==> src/rtl/apb_mem_pkg.sv <==
// Shared types and helpers for the APB memory slave.
// Optional byte-lane strobes are enabled by defining APB_PSTRB_EN.
package apb_mem_pkg;

    typedef enum logic {
        IDLE = 1'b0,
        WAIT = 1'b1
    } state_t;

    localparam int WAIT_CNT_W = 4;

    // Number of low PADDR bits that select a byte within one data word.
    function automatic int lane_shift(input int data_width);
        return $clog2(data_width / 8);
    endfunction

endpackage

==> src/rtl/apb_mem_array.sv <==
// Word-organised storage: synchronous write with per-byte enables, registered read port.
// Contents are deliberately not reset; the read register holds until the next read.
module apb_mem_array #(
    parameter int DATA_WIDTH = 32,
    parameter int DEPTH      = 64,
    parameter int AW         = 6
) (
    input  logic                    clk,
    input  logic                    wr_en,
    input  logic [AW-1:0]           wr_addr,
    input  logic [DATA_WIDTH/8-1:0] wr_be,
    input  logic [DATA_WIDTH-1:0]   wr_dat,
    input  logic                    rd_en,
    input  logic [AW-1:0]           rd_addr,
    output logic [DATA_WIDTH-1:0]   rd_dat
);

    logic [DATA_WIDTH-1:0] mem_q [DEPTH];
    logic [DATA_WIDTH-1:0] rd_dat_q;
    logic [DATA_WIDTH-1:0] rd_dat_d;

    always_comb begin
        rd_dat_d = rd_dat_q;
        if (rd_en) begin
            rd_dat_d = mem_q[rd_addr];
        end
    end

    always_ff @(posedge clk) begin
        if (wr_en) begin
            for (int b = 0; b < DATA_WIDTH / 8; b++) begin
                if (wr_be[b]) begin
                    mem_q[wr_addr][b*8 +: 8] <= wr_dat[b*8 +: 8];
                end
            end
        end
        rd_dat_q <= rd_dat_d;
    end

    assign rd_dat = rd_dat_q;

endmodule

==> src/rtl/apb_mem_slave.sv <==
// APB3 RAM slave with programmable wait states and PSLVERR on out-of-range word index.
// Define APB_PSTRB_EN to add the PSTRB port and byte-lane write masking.
module apb_mem_slave
    import apb_mem_pkg::*;
#(
    parameter int DATA_WIDTH  = 32,
    parameter int ADDR_WIDTH  = 8,
    parameter int DEPTH       = 64,
    parameter int WAIT_STATES = 0
) (
    input  logic                    PCLK,
    input  logic                    PRESET,
    input  logic                    PSEL,
    input  logic                    PENABLE,
    input  logic                    PWRITE,
    input  logic [ADDR_WIDTH-1:0]   PADDR,
    input  logic [DATA_WIDTH-1:0]   PWDATA,
`ifdef APB_PSTRB_EN
    input  logic [DATA_WIDTH/8-1:0] PSTRB,
`endif
    output logic [DATA_WIDTH-1:0]   PRDATA,
    output logic                    PREADY,
    output logic                    PSLVERR
);

    localparam int BYTES  = DATA_WIDTH / 8;
    localparam int SHIFT  = lane_shift(DATA_WIDTH);
    localparam int IDX_W  = ADDR_WIDTH - SHIFT;
    localparam int MEM_AW = (DEPTH > 1) ? $clog2(DEPTH) : 1;
    localparam logic [IDX_W:0]          DEPTH_L = (IDX_W + 1)'(DEPTH);
    localparam logic [WAIT_CNT_W-1:0]   WS_L    = WAIT_CNT_W'(WAIT_STATES);

    state_t                  state_q,   state_d;
    logic [WAIT_CNT_W-1:0]   cnt_q,     cnt_d;
    logic [IDX_W-1:0]        addr_q,    addr_d;
    logic                    write_q,   write_d;
    logic                    err_q,     err_d;
    logic [DATA_WIDTH-1:0]   wdat_q,    wdat_d;
    logic [BYTES-1:0]        strb_q,    strb_d;
    logic                    pready_q,  pready_d;
    logic                    pslverr_q, pslverr_d;
    logic                    rd_vld_q,  rd_vld_d;

    logic [IDX_W-1:0]        bus_idx;
    logic                    bus_in_range;
    logic [BYTES-1:0]        bus_strb;
    logic [IDX_W-1:0]        rd_idx;
    logic                    mem_we;
    logic                    mem_re;
    logic [DATA_WIDTH-1:0]   mem_rd_dat;
    logic                    unused_bits;

    assign bus_idx      = PADDR[ADDR_WIDTH-1:SHIFT];
    assign bus_in_range = ({1'b0, bus_idx} < DEPTH_L);

`ifdef APB_PSTRB_EN
    assign bus_strb = PSTRB;
`else
    assign bus_strb = '1;
`endif

    always_comb begin
        state_d   = state_q;
        cnt_d     = cnt_q;
        addr_d    = addr_q;
        write_d   = write_q;
        err_d     = err_q;
        wdat_d    = wdat_q;
        strb_d    = strb_q;
        pready_d  = pready_q;
        pslverr_d = pslverr_q;
        rd_vld_d  = rd_vld_q;
        rd_idx    = addr_q;
        mem_we    = 1'b0;
        mem_re    = 1'b0;

        case (state_q)
            IDLE: begin
                if (PSEL && !PENABLE) begin
                    state_d = WAIT;
                    addr_d  = bus_idx;
                    write_d = PWRITE;
                    err_d   = !bus_in_range;
                    wdat_d  = PWDATA;
                    strb_d  = bus_strb;
                    cnt_d   = WS_L;
                    // Zero-wait: the response must be registered at the setup edge itself.
                    if (WS_L == '0) begin
                        pready_d  = 1'b1;
                        pslverr_d = !bus_in_range;
                        rd_vld_d  = !PWRITE && bus_in_range;
                        mem_re    = !PWRITE && bus_in_range;
                        rd_idx    = bus_idx;
                    end
                end
            end
            WAIT: begin
                if (!PSEL) begin
                    state_d   = IDLE;
                    cnt_d     = '0;
                    pready_d  = 1'b0;
                    pslverr_d = 1'b0;
                    rd_vld_d  = 1'b0;
                end else if (pready_q) begin
                    if (PENABLE) begin
                        mem_we    = write_q && !err_q && !PRESET;
                        state_d   = IDLE;
                        pready_d  = 1'b0;
                        pslverr_d = 1'b0;
                        rd_vld_d  = 1'b0;
                    end
                end else if (PENABLE && (cnt_q != '0)) begin
                    cnt_d = cnt_q - WAIT_CNT_W'(1);
                    if (cnt_q == WAIT_CNT_W'(1)) begin
                        pready_d  = 1'b1;
                        pslverr_d = err_q;
                        rd_vld_d  = !write_q && !err_q;
                        mem_re    = !write_q && !err_q;
                    end
                end
            end
            default: state_d = IDLE;
        endcase
    end

    always_ff @(posedge PCLK) begin
        if (PRESET) begin
            state_q   <= IDLE;
            cnt_q     <= '0;
            addr_q    <= '0;
            write_q   <= 1'b0;
            err_q     <= 1'b0;
            wdat_q    <= '0;
            strb_q    <= '0;
            pready_q  <= 1'b0;
            pslverr_q <= 1'b0;
            rd_vld_q  <= 1'b0;
        end else begin
            state_q   <= state_d;
            cnt_q     <= cnt_d;
            addr_q    <= addr_d;
            write_q   <= write_d;
            err_q     <= err_d;
            wdat_q    <= wdat_d;
            strb_q    <= strb_d;
            pready_q  <= pready_d;
            pslverr_q <= pslverr_d;
            rd_vld_q  <= rd_vld_d;
        end
    end

    apb_mem_array #(
        .DATA_WIDTH (DATA_WIDTH),
        .DEPTH      (DEPTH),
        .AW         (MEM_AW)
    ) u_array (
        .clk     (PCLK),
        .wr_en   (mem_we),
        .wr_addr (addr_q[MEM_AW-1:0]),
        .wr_be   (strb_q),
        .wr_dat  (wdat_q),
        .rd_en   (mem_re),
        .rd_addr (rd_idx[MEM_AW-1:0]),
        .rd_dat  (mem_rd_dat)
    );

    // The array's read register is not reset, so PRDATA is qualified by a reset flop.
    assign PRDATA  = rd_vld_q ? mem_rd_dat : '0;
    assign PREADY  = pready_q;
    assign PSLVERR = pslverr_q;

    assign unused_bits = ^{PADDR, rd_idx, addr_q};

endmodule
==> config.mk <==
export PLATFORM = sky130hd
export DESIGN_NAME = apb_mem_slave
export DESIGN_NICKNAME = d
export VERILOG_FILES = /design/src/rtl/apb_mem_pkg.sv /design/src/rtl/apb_mem_array.sv /design/src/rtl/apb_mem_slave.sv
export SDC_FILE = /design/constraint.sdc
export NUM_CORES = 2
export LEC_CHECK = 0
export CELL_PAD_IN_SITES_DETAIL_PLACEMENT = 1
export CELL_PAD_IN_SITES_GLOBAL_PLACEMENT = 1
export CORE_ASPECT_RATIO = 1.25
export CORE_MARGIN = 4
export CORE_UTILIZATION = 56
export DETAILED_ROUTE_END_ITERATION = 8
export GPL_TIMING_DRIVEN = 0
export PLACE_DENSITY_LB_ADDON = 0.05
export SLEW_MARGIN = 20
export SYNTH_ARGS = -nofsm -noshare
export SYNTH_HDL_FRONTEND = slang
export SYNTH_HIERARCHICAL = 1
export SYNTH_SLANG_ARGS = --single-unit
==> constraint.sdc <==
create_clock -name PCLK -period 5 [get_ports PCLK]
set_input_delay 1 -clock PCLK [delete_from_list [all_inputs] [get_ports PCLK]]
set_output_delay 1 -clock PCLK [all_outputs]
set_load 0.005 [all_outputs]
# ---- Yosys cells after proc, flatten, opt, wreduce, memory -nomap -nowiden
# Memory sizes are Yosys's and may differ from the RTL's. A register that Yosys moved wholly into a read port is not among the register bits.
# Index checks and enable logic that the tools add are counted.
dict set report op_classes {
  n_mux 54
  n_addsub 1
  n_eq_ne 7
  reduce_logical 11
  bitwise_logic 1
}
# op n
set ops {}
lappend ops {{2-to-1 mux 1 bit} 41}
lappend ops {{2-to-1 mux 32 bit} 1}
lappend ops {{2-to-1 mux 4 bit} 4}
lappend ops {{2-to-1 mux 6 bit} 2}
lappend ops {{case mux 1 bit (2 select lines)} 5}
lappend ops {{!= test 4 x 2 -> 1 bit, second input constant} 2}
lappend ops {{case mux 4 bit (2 select lines)} 1}
lappend ops {{equality test 4 x 1 -> 1 bit, second input constant} 1}
lappend ops {{zero test 1 bit} 4}
lappend ops {{!= test 4 bit, second input constant} 1}
lappend ops {{AND reduction 4 bit} 1}
lappend ops {{nonzero test 4 bit} 1}
lappend ops {{subtractor 4 x 1 -> 4 bit, second input constant} 1}
lappend ops {{logical AND 1 bit} 3}
lappend ops {{!= test 3 x 2 -> 1 bit, second input constant} 1}
lappend ops {{!= test 3 bit, second input constant} 1}
lappend ops {{AND reduction 3 bit} 1}
lappend ops {{!= test 2 bit, second input constant} 1}
lappend ops {{AND reduction 2 bit} 1}
lappend ops {{NOT 1 bit} 1}
dict set report word_totals {
  ff_bits 48
  mem_bits_rw 2048
  n_memories 1
  inputBits 45
  wordCells 84
}
# name words width rd rd_clocked_by_memory_dff write_ports line
set memory_table {}
lappend memory_table {u_array.mem_q 64 32 1 1 1 apb_mem_array.sv:18} ;# logic [DATA_WIDTH-1:0] mem_q [DEPTH];

# ---- Depth between registers and ports, before layout
dict set report depth {
  ltp_word 8
  mapped_depth 14
  depth_no_buf 7
}

# ---- Hierarchy
# The synthesis kept the hierarchy.
# mod cells_each area_each_um2 seq_area_each_um2 n_inst
set modules_own_cells {}
lappend modules_own_cells {apb_mem_array 3576 80091.8 62459.9 1}
lappend modules_own_cells {apb_mem_slave 258 2127.0 940.9 1}

# ---- Worst setup path before layout
# Ideal clock, no wire load.
dict set report synth_timing {
  path_kind {input port to flip-flop}
  start {input port PENABLE}
  end {register u_array.rd_dat_q[0], in the netlist u_array/rd_dat[0] (read register of u_array.mem_q), enable pin}
  stages 3
  path_buffers 0
  slack_ps 731
  required_ps 4528
  arrival_time_ps 3797
  cell_sequence {nor4b_4 nand2_1 o32ai_1}
}
dict set report synth_between {
  elab_chain_cells 5
  elab_cells_between_ends 10
}
# item line
set synth_rtl {}
lappend synth_rtl {{from (decl)} apb_mem_slave.sv:14} ;# input logic PENABLE,
lappend synth_rtl {{logical AND 1 bit} apb_mem_slave.sv:112} ;# end else if (PENABLE && (cnt_q != '0)) begin
lappend synth_rtl {{2-to-1 mux 1 bit} apb_mem_slave.sv:112}
lappend synth_rtl {{2-to-1 mux 1 bit} apb_mem_slave.sv:104} ;# end else if (pready_q) begin
lappend synth_rtl {{2-to-1 mux 1 bit} apb_mem_slave.sv:98} ;# if (!PSEL) begin
lappend synth_rtl {{case mux 1 bit (2 select lines) *} apb_mem_slave.sv:77} ;# case (state_q)
lappend synth_rtl {{named net mem_re} apb_mem_slave.sv:49} ;# logic mem_re;
lappend synth_rtl {{to (decl)} apb_mem_array.sv:19} ;# logic [DATA_WIDTH-1:0] rd_dat_q;
# Mark *: on every way through the listed nets, which the timed path passes. The rest lies on a longest branch.
# A chain may end at the register's enable or synchronous reset.

# ---- Worst setup path after layout
dict set report layout_timing {
  start {input port PENABLE}
  end {register u_array.rd_dat_q[5], in the netlist u_array/rd_dat[5] (read register of u_array.mem_q), data pin}
}
dict set report layout_between {
  elab_chain_cells 5
  elab_cells_between_ends 10
}
# item line
set layout_rtl {}
lappend layout_rtl {{logical AND 1 bit} apb_mem_slave.sv:112}
lappend layout_rtl {{2-to-1 mux 1 bit} apb_mem_slave.sv:112}
lappend layout_rtl {{2-to-1 mux 1 bit} apb_mem_slave.sv:104}
lappend layout_rtl {{2-to-1 mux 1 bit} apb_mem_slave.sv:98}
lappend layout_rtl {{case mux 1 bit (2 select lines)} apb_mem_slave.sv:77}
# Parallel ways exist; a longest one is shown, timed or not.

==> impl_metrics.toml <==
[synthesis]
ys_types = 52
synthTopCellsByArea = "edfxtp_1 76%, mux4_2 15%, nor2_1 1.3%"
syn_inst = 3834
synthAdderAreaFrac_pct = 0.0457
synth_compound_area_share_pct = 2.04
seq_area_frac_synth_pct = 77.1
synth_edf_count = 2080
syn-num-nets = 3882
synth_top_area_cell = "edfxtp_1"
async_flop_share_pct = 0
yosysTopAreaCellShare_pct = 76.0
synthXorXnorAreaFrac_pct = 0.0320
synthMuxAreaShare_pct = 16.3
yosys_most_used_dff = "edfxtp_1"
yosys_warnings = 6
synth-simple-area-share_pct = 2.98
syn_area_sq_um = 82200
syn_avg_cell_area_sq_um = 21.4
synth_top_family_by_area = "multiplexers"
synth-seq-cells = 2127

[worst_setup_path]
cp-end-kind = "register"
crit_cells = 11
cp.required_ns = 5.56
reg2reg_to = "u_array/rd_dat[5]$_DFFE_PP_"
crit_path_start = "PENABLE"
r2r_slack_ns = 0.33
cp_slowest_stage_delay_ns = 0.66
arrival_ns = 5.70
critPathLaunchType = "input port"
worstReg2RegStart = "state_q$_SDFF_PP0_"
path_buf_inv = 5
cp_top_family = "buffers and inverters"
endpoint = "u_array/rd_dat[5]$_DFFE_PP_"
slowest_stage = "buf_2"
critical_path_class = "input port to register"
worstRegToRegCells = 10
crit_chain = "clkdlybuf4s50_1 -> nor3b_4 -> mux2_2 -> buf_4 -> buf_4 -> buf_2 -> buf_2 -> mux2i_1 -> a221oi_1 -> o22ai_1 -> nor2_1"
worstPathMaxFanout = 10

[floorplan]
core_sq_um = 145000
initial_core_util_pct = 56.6
io_pins = 79
die_y_um = 436
die_x_um = 351
rows = 156
fp.dieArea_sq_um = 153000

[hold_path]
hp-class = "register to register"

[placement]
dp.cells = 5838
port_buffers = 74
gp_congestion = 0.931
hpwlAfterDp_mm = 195

[status]
violations = "setup timing"
status = "finished with violations"

[grt]
grt_pass1_wl_mm = 381
first_global_vias = 44359
grt_max_degree = 66
antenna_found_initial = 14
globalRouteOverflowTotal = 0
grt_use_total_pct = 37.7

[drt]
drt_first_pass_iters = 6
drtIter0Drc = 6789
avgViaCountPerCell = 7.13
wirelength_mm = 283
vias = 44258
wl_per_cell_um = 45.5
ant_nets = 0
post-route-drc-count = 0

[timing]
holdWs_ns = 0.499
max_slew_margin_pct = 11.8
finalSetupViolCount = 12
clock_skew_ns = 0.0239
postLayoutSetupSlackWorst_ns = -0.140
drv_slew = 0
min_period_ns = 5.14
worstMarginPinSlew_ns = 1.32
hold_viol = 0
fmax_mhz = 195
min_period_over_period_pct = 103

[power]
seqPwrFrac_pct = 53.0
power_frac_comb_pct = 7.3
p_int_w = 0.0287
swShare_pct = 22.8
power_density_nw_per_um2 = 401
irDropWorstVdd_mv = 0.390
p_leak_nw = 30.8
p_switching_w = 0.00848
p_clk_share_pct = 39.7

[clock_tree]
cts.sinks = 2127
ctsRootBufferMaster = "clkbuf_16"
htree_num_levels = 4
clk_latency_ns = 0.84
cts.path.max_buffers = 3
cts_hold_buf = 0
cts_tree = "built"
cts_buffers = 198
clk_pin_slew_ns = 0.06

[layout]
nNetsFinal = 4191
area_growth_pct = 12.8
fillers = 11777
fin_cells = 6211
drive_gt1_share_pct = 25.9

[job]
cap_violations = 0
[area by class of cell]
class                   instances  area [sq um]  area share [%]
clock inverters                99           837           0.902
well taps                    1896          2370            2.56
plain buffers                 223          1370            1.48
flip-flops and latches       2127         63500            68.5
clock buffers                 264          5410            5.83
repair buffers                113          1480            1.59
multi-input cells            1475         17700            19.1
diodes                          9          22.5          0.0243
inverters                       5          18.8          0.0202
[layer usage]
metal  GRT usage [%]  wire (um)
met5               0         56
met4            26.3      24700
met3            10.4      32900
met2            58.1     132000
met1            46.9      92700
[state kept, by name, summed over array words and instances, names as in the netlist, 4 cells and up]
| signal | cells |
|---|---|
| addr_q | 6 |
| cnt_q | 4 |
| u_array/mem_q | 2048 |
| u_array/rd_dat | 32 |
| wdat_q | 32 |
[what timing repair did]
| action | in CTS | in global routing |
|---|---|---|
| pin swaps | 2 | 4 |
| resized for setup | 45 | 30 |
| endpoints found under the setup margin | 32 | 20 |
| buffers inserted | 2 | 3 |
[worst min-delay path, delay by kind of cell, from the launching register on]
kind,cells,cell delay [ns]
and+or+nand+nor,1,0.05
AOI/OAI and AO/OA,1,0.05
DFF,1,0.36
[metrics by stage]
step / power (W) / cell area [sq um] / setup TNS [ns] / worst slack, ns / util, %
2_1_floorplan: 0.0213 / 82200 / 0 / 0.731 / -
3_3_place_gp: 0.0226 / 85300 / -185.77 / -4.13 / 58.8
3_5_place_dp: 0.0227 / 86200 / -41.62 / -1.78 / 59.4
4_1_cts: 0.0372 / 92600 / 0 / 0.00657 / 63.8
5_1_grt: 0.0381 / 92700 / -0.00419 / -0.00419 / 63.9
6_report: 0.0372 / 92800 / -0.946 / -0.140 / 63.9
[worst min path at each step]
stage / startpoint / endpoint / slack, ns / cells after the start
4_1_cts: PSEL / PREADY$_SDFFE_PP0P_ / 0.46 / 3
3_5_place_dp: wdat_q[23]$_SDFFE_PP0P_ / wdat_q[23]$_SDFFE_PP0P_ / 0.49 / 2
5_1_grt: PSEL / PREADY$_SDFFE_PP0P_ / 0.50 / 3
6_report: wdat_q[23]$_SDFFE_PP0P_ / wdat_q[23]$_SDFFE_PP0P_ / 0.50 / 2
2_1_floorplan: write_q$_SDFFE_PP0P_ / write_q$_SDFFE_PP0P_ / 0.46 / 2
3_3_place_gp: write_q$_SDFFE_PP0P_ / write_q$_SDFFE_PP0P_ / 0.48 / 2
[cell usage after synthesis (19+ instances only)]
master and instances:
o22ai_1 44, buf_2 65, mux2_2 31, buf_4 34, o211ai_1 19, clkbuf_1 89, nor2_1 288, nand2_1 158
buf_1 20, edfxtp_1 2080, a21oi_1 69, and2_1 41, mux2i_1 80, a22oi_1 50, dfxtp_1 47, nor3_1 21
mux4_2 543
[power by group through the flow]
stage	combinational, W	clock [W]	sequential, W
finish	0.00272	0.0148	0.0197
global route	0.00272	0.0157	0.0197
CTS	0.00265	0.0149	0.0197
detailed placement	0.00262	0	0.0201
global placement	0.00241	0	0.0202
floorplan	0.00124	0	0.0201
[cells in the final DEF, fill, tap and decap left out, types with 15 or more instances in the layout]
master           count
a21oi_1             66
a22oi_1             48
and2_1              41
buf_2               51
buf_4               51
buf_6               27
clkbuf_1           110
clkbuf_16          204
clkbuf_2            23
clkbuf_4            15
clkdlybuf4s50_1     74
clkinv_1            37
clkinv_2            35
dfxtp_1             15
dfxtp_4             29
edfxtp_1          2080
mux2_2              31
mux2i_1             80
mux4_2             543
nand2_1            158
nor2_1             274
nor3_1              19
o211ai_1            19
o221ai_1            15
o22ai_1             44
[cells by family after synthesis]
group                    after synthesis
AO/OA/AOI/OAI                        246
XOR/XNOR                               3
adder cells (fa/ha/maj)                3
buffers and inverters                232
flip-flops                          2127
multiplexers                         656
other                                  1
AND/OR/NAND/NOR                      566
Note: power is estimated with default switching activity, not from simulation.
